$ cat src/rtl/sam_pkg.sv
// Shared definitions for the SAM command sequencer: seqOp bit positions, command
// encoding, per-group compare result type and sequencer state encoding.
package sam_pkg;

    localparam int unsigned OP_CFG_BIT  = 0;
    localparam int unsigned OP_SCAN_BIT = 1;
    localparam int unsigned OP_SET_TYPE = 2;
    localparam int unsigned OP_INX_TYPE = 3;

    typedef enum logic [1:0] {
        CmdCfg      = 2'd0,
        CmdScanItem = 2'd1,
        CmdScanPage = 2'd2,
        CmdRsvd     = 2'd3
    } cmd_op_e;

    typedef struct packed {
        logic eq;
        logic gtr;
    } compare_t;

    typedef enum logic [2:0] {
        StIdle,
        StSet,
        StReq,
        StCfg,
        StScan,
        StSettle,
        StResp
    } seq_state_e;

endpackage

$ cat src/rtl/sam_sequencer_if.sv
// Command, DRAM, cell-broadcast and response signals of the SAM sequencer.
// slave = sequencer side, master = the block driving commands/results into it.
interface sam_sequencer_if #(
    parameter int unsigned CELL_SIZE     = 8,
    parameter int unsigned NUM_GROUPS    = 4,
    parameter int unsigned OP_SHORT_BITS = 8
) ();
    logic                      cmdValid;
    logic                      cmdReady;
    logic [1:0]                cmdOp;
    logic [CELL_SIZE-1:0]      cmdTarget;
    logic                      dramReq;
    logic                      dramValid;
    logic [OP_SHORT_BITS-1:0]  seqOp;
    logic [CELL_SIZE-1:0]      target;
    logic [2*NUM_GROUPS-1:0]   rsltI;
    logic                      rsltValid;
    logic                      rsltReady;
    logic [2*NUM_GROUPS-1:0]   rsltData;
    logic                      rsltErr;
    logic [15:0]               clkCount;

    modport slave (
        input  cmdValid, cmdOp, cmdTarget, dramValid, rsltI, rsltReady,
        output cmdReady, dramReq, seqOp, target, rsltValid, rsltData, rsltErr, clkCount
    );

    modport master (
        output cmdValid, cmdOp, cmdTarget, dramValid, rsltI, rsltReady,
        input  cmdReady, dramReq, seqOp, target, rsltValid, rsltData, rsltErr, clkCount
    );
endinterface

$ cat src/rtl/sam_seq_timeout.sv
// DRAM wait watchdog for the SAM sequencer (built only with SAM_SEQ_TIMEOUT_EN).
// Counter is held at zero outside REQ, so it restarts on every REQ entry.
module sam_seq_timeout #(
    parameter int unsigned DramTimeout = 255
) (
    input  logic clk_i,
    input  logic rst_i,
    input  logic req_i,
    output logic timeout_o
);
    logic [7:0] count_q, count_d;

    always_ff @(posedge clk_i or posedge rst_i) begin
        if (rst_i) count_q <= '0;
        else       count_q <= count_d;
    end

    always_comb begin
        count_d   = req_i ? count_q + 8'd1 : 8'd0;
        timeout_o = req_i && (count_q == 8'(DramTimeout - 1));
    end
endmodule

$ cat src/rtl/sam_sequencer.sv
// SAM command sequencer: drives seqOp/target to the cell array and returns group results.
// Optional DRAM timeout enabled by defining SAM_SEQ_TIMEOUT_EN.
module sam_sequencer
    import sam_pkg::*;
#(
    parameter int unsigned CELL_SIZE     = 8,
    parameter int unsigned NUM_GROUPS    = 4,
    parameter int unsigned OP_SHORT_BITS = 8
`ifdef SAM_SEQ_TIMEOUT_EN
    , parameter int unsigned DRAM_TIMEOUT = 255
`endif
) (
    input logic            clk,
    input logic            reset,
    sam_sequencer_if.slave bus
);
    seq_state_e                 state_q, state_d;
    logic                       is_scan_q, is_scan_d;
    logic                       is_item_q, is_item_d;
    logic [CELL_SIZE-1:0]       target_q, target_d;
    compare_t [NUM_GROUPS-1:0]  rslt_data_q, rslt_data_d;
    logic [15:0]                clk_count_q, clk_count_d;
    logic                       err_q, err_d;
    logic                       dram_timeout;
    cmd_op_e                    cmd_op;

    logic [OP_SHORT_BITS-1:0]   seq_op;
    logic                       cmd_ready, dram_req, rslt_valid;

    assign cmd_op = cmd_op_e'(bus.cmdOp);

`ifdef SAM_SEQ_TIMEOUT_EN
    sam_seq_timeout #(
        .DramTimeout (DRAM_TIMEOUT)
    ) u_timeout (
        .clk_i     (clk),
        .rst_i     (reset),
        .req_i     (state_q == StReq),
        .timeout_o (dram_timeout)
    );

    always_ff @(posedge clk or posedge reset) begin
        if (reset) err_q <= 1'b0;
        else       err_q <= err_d;
    end

    always_comb begin
        err_d = err_q;
        if (state_q == StReq && !bus.dramValid && dram_timeout) err_d = 1'b1;
        if (state_q == StResp && bus.rsltReady)                 err_d = 1'b0;
    end
`else
    assign dram_timeout = 1'b0;
    assign err_q        = 1'b0;
    assign err_d        = 1'b0;
`endif

    always_ff @(posedge clk or posedge reset) begin
        if (reset) state_q <= StIdle;
        else       state_q <= state_d;
    end

    always_comb begin
        state_d = state_q;
        unique case (state_q)
            StIdle: begin
                if (bus.cmdValid) begin
                    state_d = (cmd_op inside {CmdScanItem, CmdScanPage}) ? StSet : StReq;
                end
            end
            StSet:    state_d = StReq;
            // dramValid takes priority over a timeout landing in the same cycle
            StReq: begin
                if (bus.dramValid)   state_d = is_scan_q ? StScan : StCfg;
                else if (dram_timeout) state_d = StResp;
            end
            StCfg:    state_d = StResp;
            StScan:   state_d = StSettle;
            StSettle: state_d = StResp;
            StResp:   if (bus.rsltReady) state_d = StIdle;
            default:  state_d = StIdle;
        endcase
    end

    always_comb begin
        seq_op     = '0;
        cmd_ready  = 1'b0;
        dram_req   = 1'b0;
        rslt_valid = 1'b0;
        unique case (state_q)
            StIdle: cmd_ready = 1'b1;
            StSet: begin
                seq_op[OP_SET_TYPE] = 1'b1;
                seq_op[OP_INX_TYPE] = is_item_q;
            end
            StReq:   dram_req              = 1'b1;
            StCfg:   seq_op[OP_CFG_BIT]    = 1'b1;
            StScan:  seq_op[OP_SCAN_BIT]   = 1'b1;
            StResp:  rslt_valid            = 1'b1;
            default: ;
        endcase
    end

    always_ff @(posedge clk or posedge reset) begin
        if (reset) begin
            is_scan_q   <= 1'b0;
            is_item_q   <= 1'b0;
            target_q    <= '0;
            rslt_data_q <= '0;
            clk_count_q <= '0;
        end else begin
            is_scan_q   <= is_scan_d;
            is_item_q   <= is_item_d;
            target_q    <= target_d;
            rslt_data_q <= rslt_data_d;
            clk_count_q <= clk_count_d;
        end
    end

    always_comb begin
        is_scan_d   = is_scan_q;
        is_item_d   = is_item_q;
        target_d    = target_q;
        rslt_data_d = rslt_data_q;
        clk_count_d = clk_count_q + 16'd1;
        if (state_q == StIdle && bus.cmdValid) begin
            is_scan_d = cmd_op inside {CmdScanItem, CmdScanPage};
            is_item_d = (cmd_op == CmdScanItem);
            target_d  = bus.cmdTarget;
        end
        if (state_q == StCfg)    rslt_data_d = '0;
        if (state_q == StSettle) rslt_data_d = bus.rsltI;
        if (state_q == StReq && !bus.dramValid && dram_timeout) rslt_data_d = '0;
    end

    assign bus.cmdReady  = cmd_ready;
    assign bus.dramReq   = dram_req;
    assign bus.seqOp     = seq_op;
    assign bus.target    = target_q;
    assign bus.rsltValid = rslt_valid;
    assign bus.rsltData  = rslt_data_q;
    assign bus.rsltErr   = err_q;
    assign bus.clkCount  = clk_count_q;
endmodule

$ cat src/flat_wrapper.sv
// flat-port wrapper written by rule: the top's interface ports become plain ports
module sam_sequencer_flat import sam_pkg::*;
#(
    parameter int unsigned CELL_SIZE     = 8,
    parameter int unsigned NUM_GROUPS    = 4,
    parameter int unsigned OP_SHORT_BITS = 8

)
  (clk, reset, bus_cmdValid, bus_cmdOp, bus_cmdTarget, bus_dramValid, bus_rsltI, bus_rsltReady, bus_cmdReady, bus_dramReq, bus_seqOp, bus_target, bus_rsltValid, bus_rsltData, bus_rsltErr, bus_clkCount);
  sam_sequencer_if #(.CELL_SIZE(CELL_SIZE), .NUM_GROUPS(NUM_GROUPS), .OP_SHORT_BITS(OP_SHORT_BITS)) bus_i ();
  input logic clk;
  input logic reset;
  input wire logic [$bits(bus_i.cmdValid)-1:0] bus_cmdValid;
  input wire logic [$bits(bus_i.cmdOp)-1:0] bus_cmdOp;
  input wire logic [$bits(bus_i.cmdTarget)-1:0] bus_cmdTarget;
  input wire logic [$bits(bus_i.dramValid)-1:0] bus_dramValid;
  input wire logic [$bits(bus_i.rsltI)-1:0] bus_rsltI;
  input wire logic [$bits(bus_i.rsltReady)-1:0] bus_rsltReady;
  output wire logic [$bits(bus_i.cmdReady)-1:0] bus_cmdReady;
  output wire logic [$bits(bus_i.dramReq)-1:0] bus_dramReq;
  output wire logic [$bits(bus_i.seqOp)-1:0] bus_seqOp;
  output wire logic [$bits(bus_i.target)-1:0] bus_target;
  output wire logic [$bits(bus_i.rsltValid)-1:0] bus_rsltValid;
  output wire logic [$bits(bus_i.rsltData)-1:0] bus_rsltData;
  output wire logic [$bits(bus_i.rsltErr)-1:0] bus_rsltErr;
  output wire logic [$bits(bus_i.clkCount)-1:0] bus_clkCount;
  assign bus_i.cmdValid = bus_cmdValid;
  assign bus_i.cmdOp = bus_cmdOp;
  assign bus_i.cmdTarget = bus_cmdTarget;
  assign bus_i.dramValid = bus_dramValid;
  assign bus_i.rsltI = bus_rsltI;
  assign bus_i.rsltReady = bus_rsltReady;
  assign bus_cmdReady = bus_i.cmdReady;
  assign bus_dramReq = bus_i.dramReq;
  assign bus_seqOp = bus_i.seqOp;
  assign bus_target = bus_i.target;
  assign bus_rsltValid = bus_i.rsltValid;
  assign bus_rsltData = bus_i.rsltData;
  assign bus_rsltErr = bus_i.rsltErr;
  assign bus_clkCount = bus_i.clkCount;
  sam_sequencer #(.CELL_SIZE(CELL_SIZE), .NUM_GROUPS(NUM_GROUPS), .OP_SHORT_BITS(OP_SHORT_BITS)) u_core (.clk(clk), .reset(reset), .bus(bus_i));
endmodule
$ cat config.mk
export PLATFORM = sky130hd
export DESIGN_NAME = sam_sequencer_flat
export DESIGN_NICKNAME = d
export VERILOG_FILES = /design/src/rtl/sam_pkg.sv /design/src/rtl/sam_sequencer_if.sv /design/src/rtl/sam_seq_timeout.sv /design/src/rtl/sam_sequencer.sv /design/src/flat_wrapper.sv
export SDC_FILE = /design/constraint.sdc
export NUM_CORES = 1
export LEC_CHECK = 0
export ABC_AREA = 1
export CORE_ASPECT_RATIO = 1.2
export CORE_MARGIN = 1
export CORE_UTILIZATION = 40
export DETAILED_ROUTE_END_ITERATION = 7
export PLACE_DENSITY = 0.76
export SYNTH_ARGS = -nofsm -noshare
export SYNTH_HDL_FRONTEND = slang
export SYNTH_SLANG_ARGS = --single-unit
$ cat constraint.sdc
create_clock -name clk -period 1.2 [get_ports clk]
set_input_delay 0.12 -clock clk [delete_from_list [all_inputs] [get_ports clk]]
set_output_delay 0.12 -clock clk [all_outputs]
set_load 0.05 [all_outputs]
# --- Yosys cells after proc, flatten, opt, wreduce, memory -nomap -nowiden ---
# Index checks and enable logic that the tools add are counted.
word_totals:
  wordCells: 45
  out_inout_bits: 44
  regBits: 37
classes:
  n_eq_ne: 11
  add_sub_neg: 1
  reduce_logical: 6
  mux: 14
ops:
  columns: ["cell", "count"]
  rows:
  - ["one-hot mux 3 bit (6 select lines)", 1]
  - ["adder 16 x 1 -> 16 bit (second input constant)", 1]
  - ["two-way mux 8 bit", 2]
  - ["two-way mux 3 bit", 4]
  - ["== test 3 bit (second input constant)", 3]
  - ["== test 3 x 2 -> 1 bit (second input constant)", 2]
  - ["!= test 2 bit (second input constant)", 3]
  - ["two-way mux 1 bit", 5]
  - ["two-way mux 2 bit", 2]
  - ["nonzero test 2 bit", 2]
  - ["== test 3 x 1 -> 1 bit (second input constant)", 1]
  - ["zero test 3 bit", 1]
  - ["AND reduction 3 bit", 1]
  - ["== test 2 x 1 -> 1 bit (second input constant)", 1]
  - ["== test 2 bit (second input constant)", 1]
  - ["OR reduction 2 bit", 1]
  - ["logical AND 1 bit", 1]

# --- Logic depth before layout (Yosys ltp) ---
# Gate-level depths: netlist (run 1).
logic_depth:
  depth_word: 5
  ltp_mapped: 8
  ltp_nobuf: 7

# --- Least setup slack after synthesis (run 1) ---
# No wires, ideal clock.
synth_timing:
  path_type: "reg2out"
  from: "register u_core.state_q[1]"
  to: "output port bus_seqOp[3]"
  path_stages_with_launch: 5
  setup_slack_ns: -0.733
  t_arrival_ns: 1.813
  required_time_ns: 1.080
  path_cell_list: "dfrtp_1 -> buf_4 -> inv_2 -> nand2_1 -> nor3b_1"
synth_between:
  elab_chain_len: 2
synth_lines:
  columns: ["item", "line", "rtl"]
  rows:
  - ["start, declared", "sam_sequencer.sv:17", "seq_state_e state_q, state_d;"]
  - ["start signal, assigned", "sam_sequencer.sv:59", "if (reset) state_q <= StIdle;"]
  - ["start signal, assigned", "sam_sequencer.sv:60", "else state_q <= state_d;"]
  - ["== test 3 x 1 -> 1 bit", "sam_sequencer.sv:90", "unique case (state_q)"]
  - ["two-way mux 2 bit", "sam_sequencer.sv:90", null]
  - ["end, declared", "flat_wrapper.sv:21", "output wire logic [$bits(bus_i.seqOp)-1:0] bus_seqOp;"]
# Every way passes these cells.

# --- Worst setup path in the final report (run 1) ---
layout_timing:
  from: "register u_core.state_q[2]"
  to: "output port bus_cmdReady"
layout_between:
  elab_chain_len: 2
layout_lines:
  columns: ["item", "line", "rtl"]
  rows:
  - ["zero test 3 bit", "sam_sequencer.sv:90", null]
  - ["two-way mux 1 bit", "sam_sequencer.sv:90", null]
  - ["end, declared", "flat_wrapper.sv:19", "output wire logic [$bits(bus_i.cmdReady)-1:0] bus_cmdReady;"]
# Every way passes these cells.

==> out/qor_table.md, run 1 <==
| Group | Metric | Reported |
|:---|:---|:---|
| place | Routability congestion estimate from global placement | 0.858 |
| timing | Setup violations, final | 12 |
| timing | Smallest setup slack after layout | -0.227 ns |
| worst setup path | Required time of the worst setup path | 1.08 ns |
| status | Failing checks | setup timing |
| timing | Final Max Slew Viols | 0 |
| pwr | Sw Ratio | 0.426 |
| clocking | CTS root buf | clkbuf_8 |
| floorplanning | Number of top-level design ports | 67 |
| floorplanning | Total core area | 4360 um^2 |
| routing | Final antenna-violating net count | 0 |
| clocking | H-tree depth | 2 |
| global route | Antenna violations before repair | 0 |
| pwr | Part of the total power dissipated in sequential elements | 0.273 |
| layout | Leading cell type in the layout, fill and taps excluded | nand2_1 |
| worst setup path | Data arrival time of the critical path | 1.31 ns |
| pwr | Ratio of total power to cell area | 1980 nW/um^2 |
| pwr | Clock network fraction of design power | 0.123 |
| global route | Overflow left after global routing | 0 |
| synth | Post-Synthesis Mean Instance Area | 8.62 um^2 |
| clocking | Clock-pin slew of the registers on the worst-case setup and hold paths | 0.07 ns |
| pwr | Max VDD drop | 0.000888 V |
| timing | Setup repair after global routing missed its margin | yes |
| routing | Routed via count | 1782 |
| synth | Count of mapped cells out of synthesis | 215 |
| clocking | Max clock buf depth | 2 |
| routing | Wire per inst | 13.8 um |
| global route | Wire length of the first global-routing pass | 7.98 mm |
| synth | EDFF count, synth | 0 |
| layout | Net count reported at finish | 340 |
| run | # Max-Cap Violations | 0 |
| floorplanning | Chip height | 76.6 um |
| floorplanning | Width of the die | 64.1 um |
| synth | Synth async-reset ratio | 1.00 |
| worst setup path | Cell class contributing the biggest share of worst-path delay | flip-flops |
| global route | Total GRT Usage | 0.210 |
| routing | Number of violations reported at the end of detailed-routing iteration 0 | 90 |
| worst setup path | CP cell instances | nor3_4 > buf_6 > buf_12 |
| place | Worst-case setup slack after placement | -0.141 ns |
| pwr | Leakage dissipation | 1.61 nW |
| worst setup path | Element type at the critical path end | output pin |
| timing | Final cycle utilization of the critical path | 1.19 |
| timing | Period minus WS final | 1.43 ns |
| worst setup path | Launching element of the worst setup path | u_core.state_q[2] |
| synth | Number of unique standard cell types used by synthesis | 26 |
| status | Status | finished, violations left |
| clocking | Clock latency on the worst-skew pair | 0.28 ns |
| pwr | Internal Power | 0.00391 W |
| layout | Highest-count cells in the layout ignoring fill and taps | nand2_1, buf_12, buf_4, inv_1, dfrtp_1 |
| pwr | Power Total | 0.00682 W |
| timing | Setup Skew | 0.00561 ns |
| floorplanning | Die Outline Area | 4910 um^2 |
| synth | FF+latch count, synth | 37 |
| worst setup path | Launching element type of the critical path | register |
| timing | Setup_tns | -1.75 ns |
| place | Area of placed instances | 3050 um^2 |
| routing | # DRC | 0 |
| floorplanning | Initial standard-cell utilization of the core | 0.425 |
| global route | Vias in the first global route | 1664 |
| worst setup path | Worst-path fanout max | 6 |
| worst setup path | Terminus of the critical flop-to-flop path | u_core.state_q[1] |
| layout | Fraction of final layout cells sized beyond drive strength 1 | 0.437 |
| clocking | Number of clock buffers inserted by TritonCTS | 5 |
| worst setup path | Reg2reg setup slack | -0.18 ns |
| worst setup path | Delay contributed by the slowest stage of the critical path | 0.45 ns |
| worst setup path | Critical path's slowest cell | dfrtp_2 |
| pwr | Net switching component of the power | 0.00291 W |
| place | Total half-perimeter wirelength after legalization and detailed placement | 3.37 mm |
| floorplanning | Standard-cell rows | 26 |
| synth | YS warnings | 0 |
| worst setup path | Start of the worst register-to-register path | u_core.state_q[2] |
| worst setup path | Worst Reg-to-Reg Cells | 9 |
| synth | Register area share after synthesis | 0.500 |
| timing | Maximum clock frequency | 701 MHz |
| timing | Number of hold violations in the final report | 0 |
| layout | Finished Cell Area | 3440 um^2 |
| synth | Synth Cell Area | 1850 um^2 |
| routing | Routed wire length | 5.15 mm |
| worst setup path | Critical path buffer and inverter count | 2 |
| routing | First-pass DRT Iterations | 4 |
| clocking | TritonCTS clock tree | yes |
| min path | Hold/Removal Path Class | in2async |
| layout | Final core utilization | 0.789 |
| layout | Area growth from synthesis to layout | 85.7% |
| clocking | Clock Sink Count | 37 |
| synth | Primary FF master, synth | dfrtp_1 |
| place | Count of buffers inserted at the top-level ports | 61 |
| global route | Pin count of the biggest net entering global routing | 24 |
| routing | Ratio of routed vias to standard cells | 4.79 |
| worst setup path | Worst Setup Path Type | reg2out |
| pwr | Logic gate share of total power | 0.604 |
| layout | Number of diodes | 0 |
## power by group through the flow
stage                     registers, W  clock network [W]  logic, W
after global routing           0.00189           0.000912   0.00433
after CTS                      0.00182           0.000867   0.00361
after floorplan                0.00232                  0   0.00137
after detailed placement       0.00185                  0   0.00341
after global placement         0.00183                  0   0.00335
final                          0.00186           0.000837   0.00412
## Yosys cell counts, types with 2 or more instances
cell type	number	area (um^2)
buf_4	8	60.1
buf_6	3	33.8
dfrtp_1	37	926
ha_1	2	25.0
inv_1	26	97.6
nand2_1	53	199
nand3_1	29	145
nand3_2	2	20.0
nand4_1	2	12.5
nor2_1	17	63.8
nor2_2	2	12.5
nor2_4	2	22.5
o21ai_0	10	50.1
xnor2_1	4	35.0
xor2_1	7	61.3
## flip-flops by register name, indices dropped and copies added, names as in the netlist
| name | flops |
|---|---|
| u_core.is_item_q | 1 |
| u_core.state_q | 3 |
| u_core.is_scan_q | 1 |
| u_core.bus.target | 8 |
| u_core.bus.rsltData | 8 |
| u_core.bus.clkCount | 16 |
## metrics by stage
stage | hold WS (ns) | std cells
floorplan | 0.261 | 219
global placement | 0.462 | 340
detailed placement | 0.468 | 340
CTS | 0.156 | 351
global route | 0.203 | 372
finish | 0.155 | 372
## layer usage
metal / vias to the layer above / GRT usage / wire (um)
li1: 867 / - / -
met1: 840 / 0.258 / 2150
met2: 69 / 0.361 / 2730
met3: 6 / 0.0374 / 229
met4: 0 / 0.0800 / 46
met5: - / 0 / 0
## worst reg2reg max path: stages (launching register included)
cell and delay [ns]:
dfrtp_2 0.45, buf_6 0.15, nor2_4 0.13, buf_4 0.12, buf_6 0.10, nand3_1 0.09, nand2_1 0.09, nor2_1 0.05
nand2_1 0.05, nand2_1 0.04
## cell type report
class,instances,area [um^2]
Tap cell,56,70.1
Timing Repair Buffer,100,1330
Clock buffer,5,68.8
Sequential cell,37,943
Fill cell,269,918
Clock inverter,3,17.5
Inverter,27,104
Multi-Input combinational cell,144,906
## what timing repair did
| action | CTS | global route |
|---|---|---|
| buffers inserted | 3 | 20 |
| hold buffers | 0 | 0 |
| resized for setup | 11 | 24 |
| gates cloned | 0 | 1 |
| endpoints found under the setup margin | 19 | 28 |
| pin swaps | 5 | 9 |
## worst max path at each step
| stage | end | slack, ns | cells past startpoint |
|---|---|---|---|
| detailed placement | u_core.state_q[1] | -0.14 | 7 |
| global route | bus_cmdReady | -0.28 | 3 |
| global placement | u_core.state_q[1] | -0.11 | 7 |
| floorplan | u_core.bus.clkCount[10] | -0.10 | 5 |
| finish | bus_cmdReady | -0.23 | 3 |
| CTS | bus_seqOp[3] | -0.21 | 4 |
## kinds of logic after synthesis
logic type / synth area share
xor+xnor: 0.0520
other cells: 0.00202
flops: 0.500
fa+ha+maj: 0.0135
buf+inv: 0.107
compound gates: 0.0344
simple gates: 0.291
Power figures use the tool's default switching activity.
==> run 2: changes to the inputs <==
- CAP_MARGIN: not set -> 5
==> results of run 2 <==
No change in the layout: final DEF, timing and power equal those of run 1.
==> run 3: changes to the inputs <==
- CORE_ASPECT_RATIO: 1.2 -> 0.9
- GPL_TIMING_DRIVEN: not set -> 0
==> run 3 against run 2 <==
Compared with the run above: the flow still finishes with violations (setup timing); power down 0.98%; die area barely moved; largest cell class is now multi-input combinational cells; fmax fell by 2.3%; critical endpoint unchanged; sequential share of layout area grew 2.4 points; global-route usage shrank 0.88 points; combinational power shrank 5%; non-clock buffer count shrank 2; worst hold slack better by 0.13 ns; largest power group unchanged.
==> out/qor_table.md, run 3 (synthesis gave the netlist of run 1 again) <==
| Group | Metric | Reported | Change |
|:---|:---|:---|:---|
| layout | Number of diodes | 0 | unchanged |
| layout | Highest-count cells in the layout ignoring fill and taps | nand2_1, dfrtp_1, nand3_1, inv_1, clkdlybuf4s50_1 |  |
| layout | Net count reported at finish | 337 | -0.88% |
| timing | Final cycle utilization of the critical path | 1.22 | +0.0277 |
| routing | Ratio of routed vias to standard cells | 4.56 | -4.9% |
| pwr | Max VDD drop | 0.00168 V | +89% |
| routing | First-pass DRT Iterations | 4 | unchanged |
| routing | Routed via count | 1709 | -4.1% |
| clocking | Clock latency on the worst-skew pair | 0.29 ns | about the same |
| timing | Worst slew margin | 0.495 |  |
| global route | Antenna violations before repair | 0 | unchanged |
| routing | Routed wire length | 4.78 mm | -7.3% |
| floorplanning | Die Outline Area | 4910 um^2 | about the same |
| clocking | CTS root buf | clkbuf_8 |  |
| global route | Total GRT Usage | 0.201 | -0.00884 |
| status | Status | finished, violations left |  |
| timing | Maximum clock frequency | 685 MHz | -2.3% |
| timing | Setup violations, final | 27 | +15 |
| layout | Fraction of final layout cells sized beyond drive strength 1 | 0.463 | +0.0265 |
| timing | Setup repair after global routing missed its margin | yes |  |
| timing | Period minus WS final | 1.46 ns | +0.0332 ns |
| global route | Vias in the first global route | 1606 | -3.5% |
| worst setup path | Required time of the worst setup path | 1.08 ns | about the same |
| place | Number of placed instances, taps included | 342 | +0.59% |
| routing | Final antenna-violating net count | 0 | unchanged |
| pwr | Leakage dissipation | 1.54 nW | -4.7% |
| pwr | Ratio of total power to cell area | 2140 nW/um^2 | +8.1% |
| routing | Number of violations reported at the end of detailed-routing iteration 0 | 73 | -19% |
| status | Failing checks | setup timing |  |
| timing | Smallest setup slack after layout | -0.260 ns | -0.0332 ns |
| layout | Number of flip-flops in the largest register | 16 | unchanged |
| clocking | TritonCTS clock tree | yes |  |
| clocking | Max clock buf depth | 2 | unchanged |
| floorplanning | Width of the die | 73.7 um | +15% |
| floorplanning | Chip height | 66.6 um | -13% |
| timing | Worst slew pin tran | 0.756 ns |  |
| timing | Setup Skew | 0.00949 ns | +0.00388 ns |
| pwr | Power Total | 0.00675 W | -0.98% |
| global route | Pin count of the biggest net entering global routing | 38 | +58% |
| routing | # DRC | 0 | unchanged |
| worst setup path | Data arrival time of the critical path | 1.34 ns | +0.03 ns |
| global route | Wire length of the first global-routing pass | 7.42 mm | -7.0% |
| floorplanning | Standard-cell rows | 23 | -12% |
| clocking | H-tree depth | 2 | unchanged |
| run | # Max-Cap Violations | 0 | unchanged |
| floorplanning | Initial standard-cell utilization of the core | 0.415 | -0.00966 |
| worst setup path | Element type at the critical path end | output pin |  |
| place | Routability congestion estimate from global placement | 0.859 | about the same |
| place | Area of placed instances | 2640 um^2 | -13% |
| layout | Finished Layout Cells | 375 | +0.81% |
| worst setup path | Worst Setup Path Type | reg2out |  |
| floorplanning | Number of top-level design ports | 67 | unchanged |
| global route | Overflow left after global routing | 0 | unchanged |
| layout | Leading cell type in the layout, fill and taps excluded | nand2_1 |  |
| timing | Final Max Slew Viols | 0 | unchanged |
| layout | Finished Cell Area | 3150 um^2 | -8.4% |
| routing | Wire per inst | 12.7 um | -8.0% |
| clocking | Number of clock buffers inserted by TritonCTS | 5 | unchanged |
| floorplanning | Total core area | 4460 um^2 | +2.3% |
| timing | Smallest hold slack | 0.282 ns | +0.127 ns |
| clocking | Clock-pin slew of the registers on the worst-case setup and hold paths | 0.08 ns | about the same |
| place | Total half-perimeter wirelength after legalization and detailed placement | 2.93 mm | -13% |
| timing | Number of hold violations in the final report | 0 | unchanged |
| worst setup path | Worst-path fanout max | 7 | +1 |
| clocking | Clock Sink Count | 37 | unchanged |
| place | Count of buffers inserted at the top-level ports | 61 | unchanged |
| min path | Hold/Removal Path Class | in2async |  |
| worst setup path | Launching element type of the critical path | register |  |
| layout | Area growth from synthesis to layout | 70.2% |  |
| timing | Setup_tns | -2.96 ns | -1.20 ns |
## run 3: cell types whose count changed in the layout (fill, tap and decap cells not counted), moves of 3 or more
cell / previous run / this run
buf_12: 39 / 2
buf_2: 0 / 18
clkdlybuf4s15_2: 0 / 13
buf_4: 29 / 20
o21ai_0: 10 / 1
buf_8: 0 / 6
o21ai_2: 1 / 7
nand2_1: 44 / 39
nand3_2: 9 / 4
dfrtp_1: 23 / 26
dfrtp_2: 14 / 11
nand2_2: 7 / 10
nand3_4: 3 / 6
o21ai_1: 0 / 3
## run 3: cell type report
class	count	area, um^2
plain buffers	12	125
clock buffers	6	82.6
clock inverters	2	37.5
fillers	341	1310
inverters	27	109
multi-input cells	143	963
flip-flops and latches	37	940
well taps	62	77.6
repair buffers	86	818
## run 3: critical path, cell delays in order, from the launching register on
cell and delay [ns]:
dfrtp_1 0.40, buf_8 0.16, nor3_4 0.21, buf_6 0.14, buf_8 0.14
## run 3: power breakdown
group	switching [W]	internal, W	leakage [nW]	total, W
Clock	0.000456	0.000676	0.0574	0.00113
Combinational	0.00226	0.00167	1.01	0.00393
Sequential	0.000172	0.00152	0.465	0.00169
Total	0.00289	0.00386	1.54	0.00675
## run 3: timing repair
action / 4_1_cts / 5_1_grt
hold buffers: 0 / 0
setup endpoints to repair: 50 / 36
buffers inserted: 9 / 13
cloned: 1 / 3
pin swaps: 3 / 20
resized for setup: 208 / 44
## run 3: metrics by stage
step	utilization	setup WS (ns)
final	0.707	-0.260
after global routing	0.707	-0.302
after CTS	0.651	-0.236
after detailed placement	0.592	-0.654
after global placement	0.592	-0.678
after floorplan	-	-0.101
## run 3: path summary, 6_finish.rpt
path                                   startpoint                      to  slack, ns  depth (start not counted)
worst max-delay path            u_core.state_q[2]            bus_cmdReady      -0.26                          4
worst min-delay path                        reset  u_core.bus.clkCount[1]       0.28                          2
worst max register to register  u_core.state_q[2]        u_core.is_item_q      -0.12                          7
worst min register to register   u_core.is_item_q        u_core.is_item_q       0.48                          2
max in group asynchronous                   reset  u_core.bus.clkCount[3]       0.38                          2
min in group clk                     bus_rsltI[7]  u_core.bus.rsltData[7]       0.37                          3
## run 3: metal layers
metal / wire [um] / GRT usage
met2: 2430 / 0.317
met1: 2030 / 0.263
met4: 59 / 0.0721
met3: 259 / 0.0560
met5: 0 / 0
